## src/rtl/fn_sw_pkg.sv

```systemverilog
// Shared encodings for the fn_sw_4 command sequencer and its golden model.
package fn_sw_pkg;

    typedef enum logic [1:0] {
        FN_AND  = 2'b00,
        FN_OR   = 2'b01,
        FN_XOR  = 2'b10,
        FN_XNOR = 2'b11
    } fn_sel_e;

    typedef enum logic [1:0] {
        S_IDLE = 2'b00,
        S_EVAL = 2'b01,
        S_OUT  = 2'b10
    } state_e;

    // Field positions inside the 4-bit in_absel command.
    localparam int ABSEL_A      = 0;
    localparam int ABSEL_B      = 1;
    localparam int ABSEL_SEL_LO = 2;
    localparam int ABSEL_SEL_HI = 3;

    typedef struct packed {
        logic [1:0] sel;
        logic       b;
        logic       a;
    } cmd_t;

endpackage

```

## src/rtl/fn_sw_gold.sv

```systemverilog
// Combinational reference for fn_sw_4: the expected y for a given a, b and sel.
module fn_sw_gold
    import fn_sw_pkg::*;
(
    input  logic       a,
    input  logic       b,
    input  logic [1:0] sel,
    output logic       y_exp
);

    always_comb begin
        y_exp = 1'b0;
        case (fn_sel_e'(sel))
            FN_AND:  y_exp = a & b;
            FN_OR:   y_exp = a | b;
            FN_XOR:  y_exp = a ^ b;
            FN_XNOR: y_exp = ~(a ^ b);
            default: y_exp = 1'b0;
        endcase
    end

endmodule

```

## src/rtl/fn_sw_seq.sv

```systemverilog
// Command sequencer around fn_sw_4: issues a/b/sel, captures y one cycle later,
// cross-checks it against fn_sw_gold and packs PACK_W results per output word.
module fn_sw_seq
    import fn_sw_pkg::*;
#(
    parameter int PACK_W = 8,
    parameter int ERR_W  = 8,
    localparam int CW    = $clog2(PACK_W + 1)
) (
    input  logic              clk,
    input  logic              rst,
    input  logic              in_valid,
    output logic              in_ready,
    input  logic [3:0]        in_absel,
    input  logic              flush,
    output logic              a,
    output logic              b,
    output logic [1:0]        sel,
    input  logic              y,
    output logic              out_valid,
    input  logic              out_ready,
    output logic [PACK_W-1:0] out_data,
    output logic [CW-1:0]     out_cnt,
    output logic [ERR_W-1:0]  err_cnt
);

    localparam logic [CW-1:0] FULL = CW'(PACK_W);

    state_e              state_q;
    cmd_t                cmd_q;
    cmd_t                cmd_d;
    logic [PACK_W-1:0]   res_q;
    logic [PACK_W-1:0]   res_d;
    logic [CW-1:0]       cnt_q;
    logic [CW-1:0]       cnt_d;
    logic [PACK_W-1:0]   out_data_q;
    logic [CW-1:0]       out_cnt_q;
    logic [ERR_W-1:0]    err_q;
    logic                y_exp;

    // One operand register feeds both fn_sw_4 and the golden model, so the
    // two always see the same operands during S_EVAL.
    fn_sw_gold u_gold (
        .a     (cmd_q.a),
        .b     (cmd_q.b),
        .sel   (cmd_q.sel),
        .y_exp (y_exp)
    );

    always_comb begin
        cmd_d.a   = in_absel[ABSEL_A];
        cmd_d.b   = in_absel[ABSEL_B];
        cmd_d.sel = in_absel[ABSEL_SEL_HI:ABSEL_SEL_LO];
        res_d     = res_q | (PACK_W'(y) << cnt_q);
        cnt_d     = cnt_q + CW'(1);
    end

    // NOTE: all state below uses non-blocking assignments so every register
    // samples pre-edge values regardless of statement order.
    always_ff @(posedge clk or posedge rst) begin
        if (rst) begin
            state_q    <= S_IDLE;
            cmd_q      <= '0;
            res_q      <= '0;
            cnt_q      <= '0;
            out_data_q <= '0;
            out_cnt_q  <= '0;
            err_q      <= '0;
        end else begin
            case (state_q)
                S_IDLE: begin
                    // A command takes priority; a coincident flush is dropped.
                    if (in_valid) begin
                        cmd_q   <= cmd_d;
                        state_q <= S_EVAL;
                    end else if (flush && (cnt_q != '0)) begin
                        out_data_q <= res_q;
                        out_cnt_q  <= cnt_q;
                        state_q    <= S_OUT;
                    end
                end
                S_EVAL: begin
                    res_q <= res_d;
                    cnt_q <= cnt_d;
                    if ((y != y_exp) && (err_q != {ERR_W{1'b1}})) begin
                        err_q <= err_q + ERR_W'(1);
                    end
                    if (cnt_d == FULL) begin
                        out_data_q <= res_d;
                        out_cnt_q  <= FULL;
                        state_q    <= S_OUT;
                    end else begin
                        state_q <= S_IDLE;
                    end
                end
                S_OUT: begin
                    if (out_ready) begin
                        res_q   <= '0;
                        cnt_q   <= '0;
                        state_q <= S_IDLE;
                    end
                end
                default: state_q <= S_IDLE;
            endcase
        end
    end

    assign in_ready  = (state_q == S_IDLE);
    assign out_valid = (state_q == S_OUT);
    assign a         = cmd_q.a;
    assign b         = cmd_q.b;
    assign sel       = cmd_q.sel;
    assign out_data  = out_data_q;
    assign out_cnt   = out_cnt_q;
    assign err_cnt   = err_q;

endmodule

```

## config.mk

```make
export PLATFORM = sky130hd
export DESIGN_NAME = fn_sw_seq
export DESIGN_NICKNAME = d
export VERILOG_FILES = /design/src/rtl/fn_sw_pkg.sv /design/src/rtl/fn_sw_gold.sv /design/src/rtl/fn_sw_seq.sv
export SDC_FILE = /design/constraint.sdc
export NUM_CORES = 1
export LEC_CHECK = 0
export ABC_AREA = 1
export CORE_MARGIN = 2
export CORE_UTILIZATION = 40
export CTS_CLUSTER_SIZE = 8
export DETAILED_ROUTE_END_ITERATION = 8
export GPL_TIMING_DRIVEN = 0
export PLACE_DENSITY_LB_ADDON = 0.15
export SYNTH_ARGS = -nofsm -noshare
export SYNTH_HDL_FRONTEND = slang
export SYNTH_HIERARCHICAL = 1
export SYNTH_SLANG_ARGS = --single-unit
```

## constraint.sdc

```tcl
create_clock -name clk -period 3.69 [get_ports clk]
set_input_delay 0.369 -clock clk [delete_from_list [all_inputs] [get_ports clk]]
set_output_delay 0.369 -clock clk [all_outputs]
set_load 0.02 [all_outputs]
```

**Yosys cells after proc, flatten, opt, wreduce, memory -nomap -nowiden**

Cells that the tools add are included.

- Flip-flop bits (word level): 38
- Input bits: 10
- Output and inout port bits: 26
- Logic and storage cells: 60

- Add/subtract/negate cells: 2
- Equality and inequality tests: 13
- Shift operators: 1
- Mux-type cells: 18
- Bitwise gates (word level): 5
- Reductions and logical operators: 12

Operators by type and width:

| operator | count |
|---|---|
| 8-bit 2-to-1 mux | 4 |
| 8-bit case mux with 2 select lines | 2 |
| 4-bit 2-to-1 mux | 4 |
| 4-bit case mux with 2 select lines | 2 |
| 8-bit by 1-bit adder with 8-bit output (second input constant) | 1 |
| 2-bit 2-to-1 mux | 4 |
| 8-bit != test (second input constant) | 1 |
| 8-bit OR | 1 |
| 2-bit AND reduction | 4 |
| 1-bit by 4-bit << shifter with 8-bit output | 1 |
| 2-bit == test (second input constant) | 3 |
| 2-bit case mux with 3 select lines | 1 |
| 4-bit by 1-bit adder with 4-bit output (second input constant) | 1 |
| 2-bit by 1-bit == test with 1-bit output (second input constant) | 2 |
| 4-bit == test (second input constant) | 1 |
| 2-bit logical NOT | 2 |
| 2-bit by 1-bit != test with 1-bit output (second input constant) | 2 |
| 2-bit != test (second input constant) | 2 |
| 1-bit case mux with 4 select lines | 1 |
| 4-bit AND reduction | 1 |
| 2-bit nonzero test | 2 |
| 4-bit nonzero test | 1 |
| 3-bit by 2-bit != test with 1-bit output (second input constant) | 1 |
| 1-bit logical AND | 2 |
| 5 further kinds | 5 |

**Longest topological paths before layout**

Gate-level depths: netlist of the first run.

- Word-level depth: 6
- Mapped depth: 13
- Gate-level depth less buffers: 13

**Hierarchy**

Netlist of the first run, hierarchy kept.

Modules (own cells, without submodules):

| module | times used | cells an instance | area an instance (um2) | seq. area each (um2) |
|---|---|---|---|---|
| fn_sw_seq | 1 | 220 | 1828.0 | 950.9 |
| fn_sw_gold | 1 | 16 | 78.8 | 0.0 |

**Least setup slack after synthesis of the first run**

Ideal clock, no wire load.

- Path kind: flip-flop to flip-flop
- Start point: register cmd_q, in the netlist a
- End point: register err_q[6], in the netlist err_cnt[6]
- Library setup time: 0.130 ns
- Arrival time: 1.605 ns
- Required time: 3.560 ns
- Setup slack: 1.956 ns
- Cell stages (with the launch flop): 12
- Path buffers: 0
- Period minus slack after synthesis: 1.734 ns
- Path through: dfrtp_1 -> inv_1 -> ha_1 -> inv_2 -> nand2_1 -> nand2_1 -> nand2_1 -> nand2_1 -> nor2_1 -> nand3b_1 -> nor2_2 -> o21ai_0

- Longest elaborated chain between the ends: 6
- Elaborated cells between the ends (all ways): 8
- Classes of those cells: eq/ne: 1; mux: 1; bitwise: 4; reduce/logical: 2

RTL lines:

| item | RTL line | text |
|---|---|---|
| start, declared | fn_sw_seq.sv:30 | `cmd_t cmd_q;` |
| start signal, assigned | fn_sw_seq.sv:74 | `cmd_q <= cmd_d;` |
| 1-bit XOR | fn_sw_gold.sv:16, fn_sw_gold.sv:17 |  |
| 1-bit NOT | fn_sw_gold.sv:17 | `FN_XNOR: y_exp = ~(a ^ b);` |
| 1-bit case mux with 4 select lines (*) | fn_sw_gold.sv:13 | `case (fn_sel_e'(sel))` |
| net y_exp | fn_sw_seq.sv:39 | `logic y_exp;` |
| 1-bit != test (*) | fn_sw_seq.sv:85 | `if ((y != y_exp) && (err_q != {ERR_W{1'b1}})) begin` |
| 1-bit logical AND (*) | fn_sw_seq.sv:85 |  |
| 2-bit AND reduction (no source line) (*) | n/a |  |
| end signal, assigned | fn_sw_seq.sv:86 | `err_q <= err_q + ERR_W'(1);` |
| end, declared | fn_sw_seq.sv:38 | `logic [ERR_W-1:0] err_q;` |

The timed path passes the listed nets; every way through them passes the cells marked *.
A chain may end at the register's enable or synchronous reset.

**Worst setup path in the final report of the first run**

- Start point: register state_q[1]
- End point: output port in_ready

- Longest elaborated chain between the ends: 1

RTL lines:

| item | RTL line | text |
|---|---|---|
| start, declared | fn_sw_seq.sv:29 | `state_e state_q;` |
| start signal, assigned | fn_sw_seq.sv:62 | `state_q <= S_IDLE;` |
| start signal, assigned | fn_sw_seq.sv:75 | `state_q <= S_EVAL;` |
| start signal, assigned | fn_sw_seq.sv:79 | `state_q <= S_OUT;` |
| 2-bit logical NOT | fn_sw_seq.sv:108 | `assign in_ready = (state_q == S_IDLE);` |
| end, declared | fn_sw_seq.sv:13 | `output logic in_ready,` |

Every way passes these cells.

==> results of run 1 <==
cells by family after synthesis:
logic type / after synthesis / share of synthesized area, %
XOR/XNOR: 4 / 1.84
buffers and inverters: 37 / 8.00
adder cells (fa/ha/maj): 5 / 3.28
AO/OA/AOI/OAI: 19 / 6.17
AND/OR/NAND/NOR: 133 / 30.8
flip-flops: 38 / 49.9
worst max path at each step:
stage             endpoint       start
2_1_floorplan   err_cnt[6]           a
3_3_place_gp   out_data[5]         rst
3_5_place_dp    err_cnt[7]           a
4_1_cts           in_ready  state_q[1]
5_1_grt         err_cnt[7]           a
6_report          in_ready  state_q[1]
Yosys cell counts (all sizes together) (2+ instances only):
cell type / instances
nand2: 88
dfrtp: 38
inv: 33
nand3: 21
nor2: 12
o21ai: 11
and2: 6
ha: 5
o21bai: 4
buf: 3
nand4: 3
xnor2: 3
a21o: 2
nor3: 2
metal layers:
| metal | up-vias | share of wire, % |
|---|---|---|
| met1 | 734 | 47 |
| met2 | 40 | 46 |
| met4 | 0 | 1.6 |
| met3 | 7 | 5.6 |
| li1 | 815 | - |
| met5 | - | 0 |
per-stage QoR:
step / power (mW) / cell area, um^2 / cells / utilization [%]
floorplan: 1.24 / 1910 / 236 / -
global placement: 1.57 / 2320 / 325 / 49.9
detailed placement: 1.58 / 2320 / 325 / 49.9
CTS: 1.89 / 2420 / 333 / 51.9
global route: 2.03 / 2420 / 333 / 51.9
finish: 1.87 / 2420 / 333 / 51.9
layout make-up:
| class | instances | area, um^2 | area share [%] |
|---|---|---|---|
| flip-flops and latches | 38 | 951 | 39.3 |
| multi-input cells | 161 | 803 | 33.2 |
| repair buffers | 35 | 350 | 14.5 |
| inverters | 33 | 124 | 5.12 |
| clock buffers | 6 | 82.6 | 3.41 |
| well taps | 54 | 67.6 | 2.79 |
| plain buffers | 4 | 28.8 | 1.19 |
| clock inverters | 2 | 12.5 | 0.517 |
state kept, by name (all words and copies together), names as in the netlist:
register  cells
err_cnt       8
b             1
state_q       2
sel           2
res_q         8
a             1
out_data      8
out_cnt       4
cnt_q         4
critical path: cells and delay by family (launching register included):
kind                   cells  cell delay, ns
and+or+nand+nor            1            0.23
buffers and inverters      1            0.65
DFF                        1            0.42
where the power goes:
group | switching, mW | internal [mW]
registers | 0.116 | 0.581
logic | 0.488 | 0.382
clock network | 0.152 | 0.150
total | 0.755 | 1.11
==> run summary, run 1 <==
Seq cells post-synth -> 38
FILL cells -> 454
layout cells sized above 1 -> 8.60%
clock root cell -> clkbuf_8
commonest non-fill, non-tap cell in the layout -> nand2_1
Port Buffers -> 35
CTS hold repair buffers -> 0
Cell variety after synth -> 29
Peak VDD IR -> 339 uV
Max Cap Viol -> 0
Ports -> 36
CTS buffer count -> 5
Crit. End Element -> output pin
met3 usage -> 4.01%
GR peak layer -> met2
largest net degree at the start of global routing -> 39
Pins Over Slew Limit -> 0
Synth area leader -> dfrtp_1
worst slew pin tran -> 0.786 ns
async set-reset flop share out of synthesis -> 100%
core box area -> 4660 um^2
CTS clk-pin slew, worst paths -> 0.08 ns
CTS tree -> built
critical path type -> reg2out
Max Clk Rate -> 512 MHz
Mean Syn Cell Area -> 8.08 um^2
DR vias -> 1596
Critical R2R Launch -> a
hold endpoint -> out_cnt[1]
First DRT Iteration DRCs -> 48
status -> completed
max incr delay on CP -> 0.65 ns
crit path cell chain -> nor2_1 > clkdlybuf4s50_1
area fraction of the dominant cell type after synthesis -> 49.9%
Hold Crit Class -> reg2reg
H-tree depth -> 2
PD cells -> 772 nW/um^2
Ys Warns -> 6
Avg WL per Cell -> 11.4 um
CP max stage cell -> clkdlybuf4s50_1
post_cts resized -> 0
Die Ht -> 73.0 um
vias per std cell -> 4.79
worst setup slack after layout -> 1.74 ns
DP Wirelength -> 2730 um
final hold vios -> 0
global placer's final weighted congestion -> 0.772
crit path launch type -> register
crit path DAT -> 1.58 ns
diode count -> 0
worst skew pair latency -> 0.30 ns
synthesis-to-layout area growth -> 26.9%
Max transition margin -> 47.5%
Hold Crit Start -> out_cnt[1]
first-pass GRT wire length -> 6510 um
Cells after Synth -> 236
GR Util met2 -> 25.5%
Post-DRT Antenna Nets -> 0
Main synth FF type -> dfrtp_1
DIE WIDTH -> 73.0 um
Synth area leaders -> dfrtp_1, nand2_1, inv_1
Starting Density -> 40.9%
initial antenna violation count -> 0
die area -> 5340 um^2
min Tclk post-route -> 1.95 ns
Rows -> 25
GRT Util Overall -> 15.9%
sequential share of the synthesized area -> 49.9%
period utilisation layout -> 53.0%
syn nets -> 251
Initial DRT Pass Iterations -> 4
Place WS -> 1.89 ns
reg2reg path depth -> 11
Sink Count -> 38
Overflow after GRT -> 0
Residual DRC -> 0
nets -> 293
final setup vio count -> 0
vias in the first global route -> 1474
hold path depth -> 2
commonest non-fill, non-tap cells in the layout -> nand2_1, dfrtp_1, clkdlybuf4s50_1
r2r endpoint -> err_cnt[7]
final WL -> 3790 um
leakage -> 1.26 nW
final hold slack -> 0.500 ns
Worst Skew -> 0.00907 ns
worst-path fanout max -> 3
buffer count from post-CTS setup fixing -> 0
TNS Setup -> 0 ns
RSZ-0062 raised after global routing -> false
synthesized cell area -> 1910 um^2
Reg2Reg Setup Slack -> 1.86 ns
EDFF count, synth -> 0
met1 usage -> 20.3%
CP required -> 3.32 ns
CTS Buffer Depth -> 2
(Power assumes the default switching activity.)
==> run 2: changes to the inputs <==
Clock period 3.69 ns to 1.7 ns, I/O delays scaled along.
==> run summary, run 2 (synthesis gave the netlist of run 1 again) <==
status -> completed
Place WS -> -0.0848 ns (-1.97 ns)
first-pass GRT wire length -> 6840 um (+5.1%)
RSZ-0062 raised after global routing -> true
Worst Skew -> 0.00367 ns (-0.00540 ns)
CP required -> 1.87 ns (-1.45 ns)
Initial DRT Pass Iterations -> 4 (unchanged)
clock root cell -> clkbuf_8
Ports -> 36 (unchanged)
CTS hold repair buffers -> 0 (unchanged)
PD cells -> 1700 nW/um^2 (+120%)
Overflow after GRT -> 0 (unchanged)
leakage -> 1.29 nW (+1.7%)
Max Cap Viol -> 0 (unchanged)
final hold slack -> 0.345 ns (-0.154 ns)
placed instance count -> 325 (unchanged)
Port Buffers -> 35 (unchanged)
Sink Count -> 38 (unchanged)
Residual DRC -> 0 (unchanged)
DIE WIDTH -> 73.0 um (unchanged)
die area -> 5340 um^2 (unchanged)
CTS buffer count -> 5 (unchanged)
synthesis-to-layout area growth -> 30.6%
final instance area -> 2490 um^2 (+2.9%)
crit path cell chain -> inv_1 > ha_4 > inv_2 > nand2_2 > nand2_1 > nand2_1 > nand2_2 > nor2_2 > nand3b_1 > nor2_4 > o21ai_0
H-tree depth -> 2 (unchanged)
Hold Crit Class -> in2async
fin cells -> 335 (+0.60%)
First DRT Iteration DRCs -> 75 (+56%)
vias in the first global route -> 1508 (+2.3%)
Avg WL per Cell -> 11.6 um (+1.7%)
multi-input logic area -> 842 um^2 (+4.8%)
final WL -> 3880 um (+2.3%)
commonest non-fill, non-tap cell in the layout -> nand2_1
commonest non-fill, non-tap cells in the layout -> nand2_1, dfrtp_1, clkdlybuf4s50_1
max incr delay on CP -> 0.40 ns (-0.25 ns)
largest net degree at the start of global routing -> 39 (unchanged)
placed cell area -> 2330 um^2 (+0.11%)
DP Wirelength -> 2720 um (-0.23%)
CTS tree -> built
GRT Util Overall -> 16.6% (+0.72 points)
period utilisation layout -> 96.8%
Max transition margin -> 47.1% (-0.45 points)
Crit. End Element -> register
Pins Over Slew Limit -> 0 (unchanged)
Die Ht -> 73.0 um (unchanged)
worst slew pin tran -> 0.793 ns (+0.00679 ns)
CTS Buffer Depth -> 2 (unchanged)
crit path DAT -> 1.81 ns (+0.23 ns)
worst-path fanout max -> 8 (+5)
final setup vio count -> 0 (unchanged)
Peak VDD IR -> 735 uV (+120%)
min Tclk post-route -> 1.65 ns
FILL cells -> 449 (-1.1%)
CP max stage cell -> dfrtp_2
DR vias -> 1587 (-0.56%)
worst skew pair latency -> 0.29 ns (about the same)
diode count -> 0 (unchanged)
final hold vios -> 0 (unchanged)
Rows -> 25 (unchanged)
Post-DRT Antenna Nets -> 0 (unchanged)
Starting Density -> 40.9% (unchanged)
CTS clk-pin slew, worst paths -> 0.07 ns (about the same)
register area -> 955 um^2 (+0.39%)
worst setup slack after layout -> 0.0536 ns (-1.68 ns)
global placer's final weighted congestion -> 0.786 (+1.8%)
core box area -> 4660 um^2 (unchanged)
nets -> 295 (+0.68%)
initial antenna violation count -> 0 (unchanged)
critical path type -> reg2reg
Max Clk Rate -> 607 MHz
layout cells sized above 1 -> 12.1% (+3.5 points)
crit path launch type -> register
vias per std cell -> 4.74 (-1.2%)
-- run 2: critical path, delay by kind of cell (launching register included) --
kind,cells,cell delay [ns]
compound gates,1,0.11
fa+ha+maj,1,0.20
simple gates,7,0.69
buf+inv,2,0.12
flops,1,0.40
-- run 2: metrics by stage --
| stage | utilization (%) | power, mW | TNS, ns |
|---|---|---|---|
| floorplan | - | 2.71 | 0 |
| finish | 53.4 | 4.23 | 0 |
| global route | 53.4 | 4.58 | -0.317 |
| detailed placement | 49.9 | 3.44 | -0.280 |
| global placement | 49.9 | 3.41 | -8.84 |
| CTS | 52.3 | 4.17 | 0 |
-- run 2: final timing paths --
check,from,end,slack (ns),cells after the start
max in group asynchronous,rst,a,0.80,2
hold / removal,rst,err_cnt[1],0.35,2
min in group clk,in_absel[0],a,0.41,3
setup / recovery,a,err_cnt[6],0.05,11
hold reg to reg,out_cnt[2],out_cnt[2],0.50,2
setup reg to reg,a,err_cnt[6],0.05,11
-- run 2: final cells by class --
| class | instances | share of cell area (%) |
|---|---|---|
| flip-flops and latches | 38 | 38.3 |
| multi-input cells | 161 | 33.8 |
| repair buffers | 37 | 14.6 |
| inverters | 33 | 4.97 |
| clock buffers | 8 | 4.42 |
| well taps | 54 | 2.71 |
| plain buffers | 4 | 1.16 |
-- run 2: power by group --
group          total (mW)  internal (mW)  leakage, nW  switching [mW]
Combinational        2.00          0.882        0.735            1.12
Clock               0.726          0.410       0.0575           0.316
Sequential           1.50           1.27        0.493           0.237
-- run 2: repair_timing --
item                                   4_1_cts  5_1_grt
buffers inserted                             0        2
cloned                                       0        0
endpoints found under the hold margin        0        0
gates resized for setup                      3        9
setup endpoints to repair                    8       14
pin swaps                                    1        6
-- run 2: layer usage --
layer  track usage, %  part of all wire [%]  vias to the layer above
li1                 -                     -                      819
met1             21.0                    48                      735
met2             27.3                    47                       29
met3             5.11                   3.9                        4
met4             4.94                  0.88                        0
met5                0                     0                        -
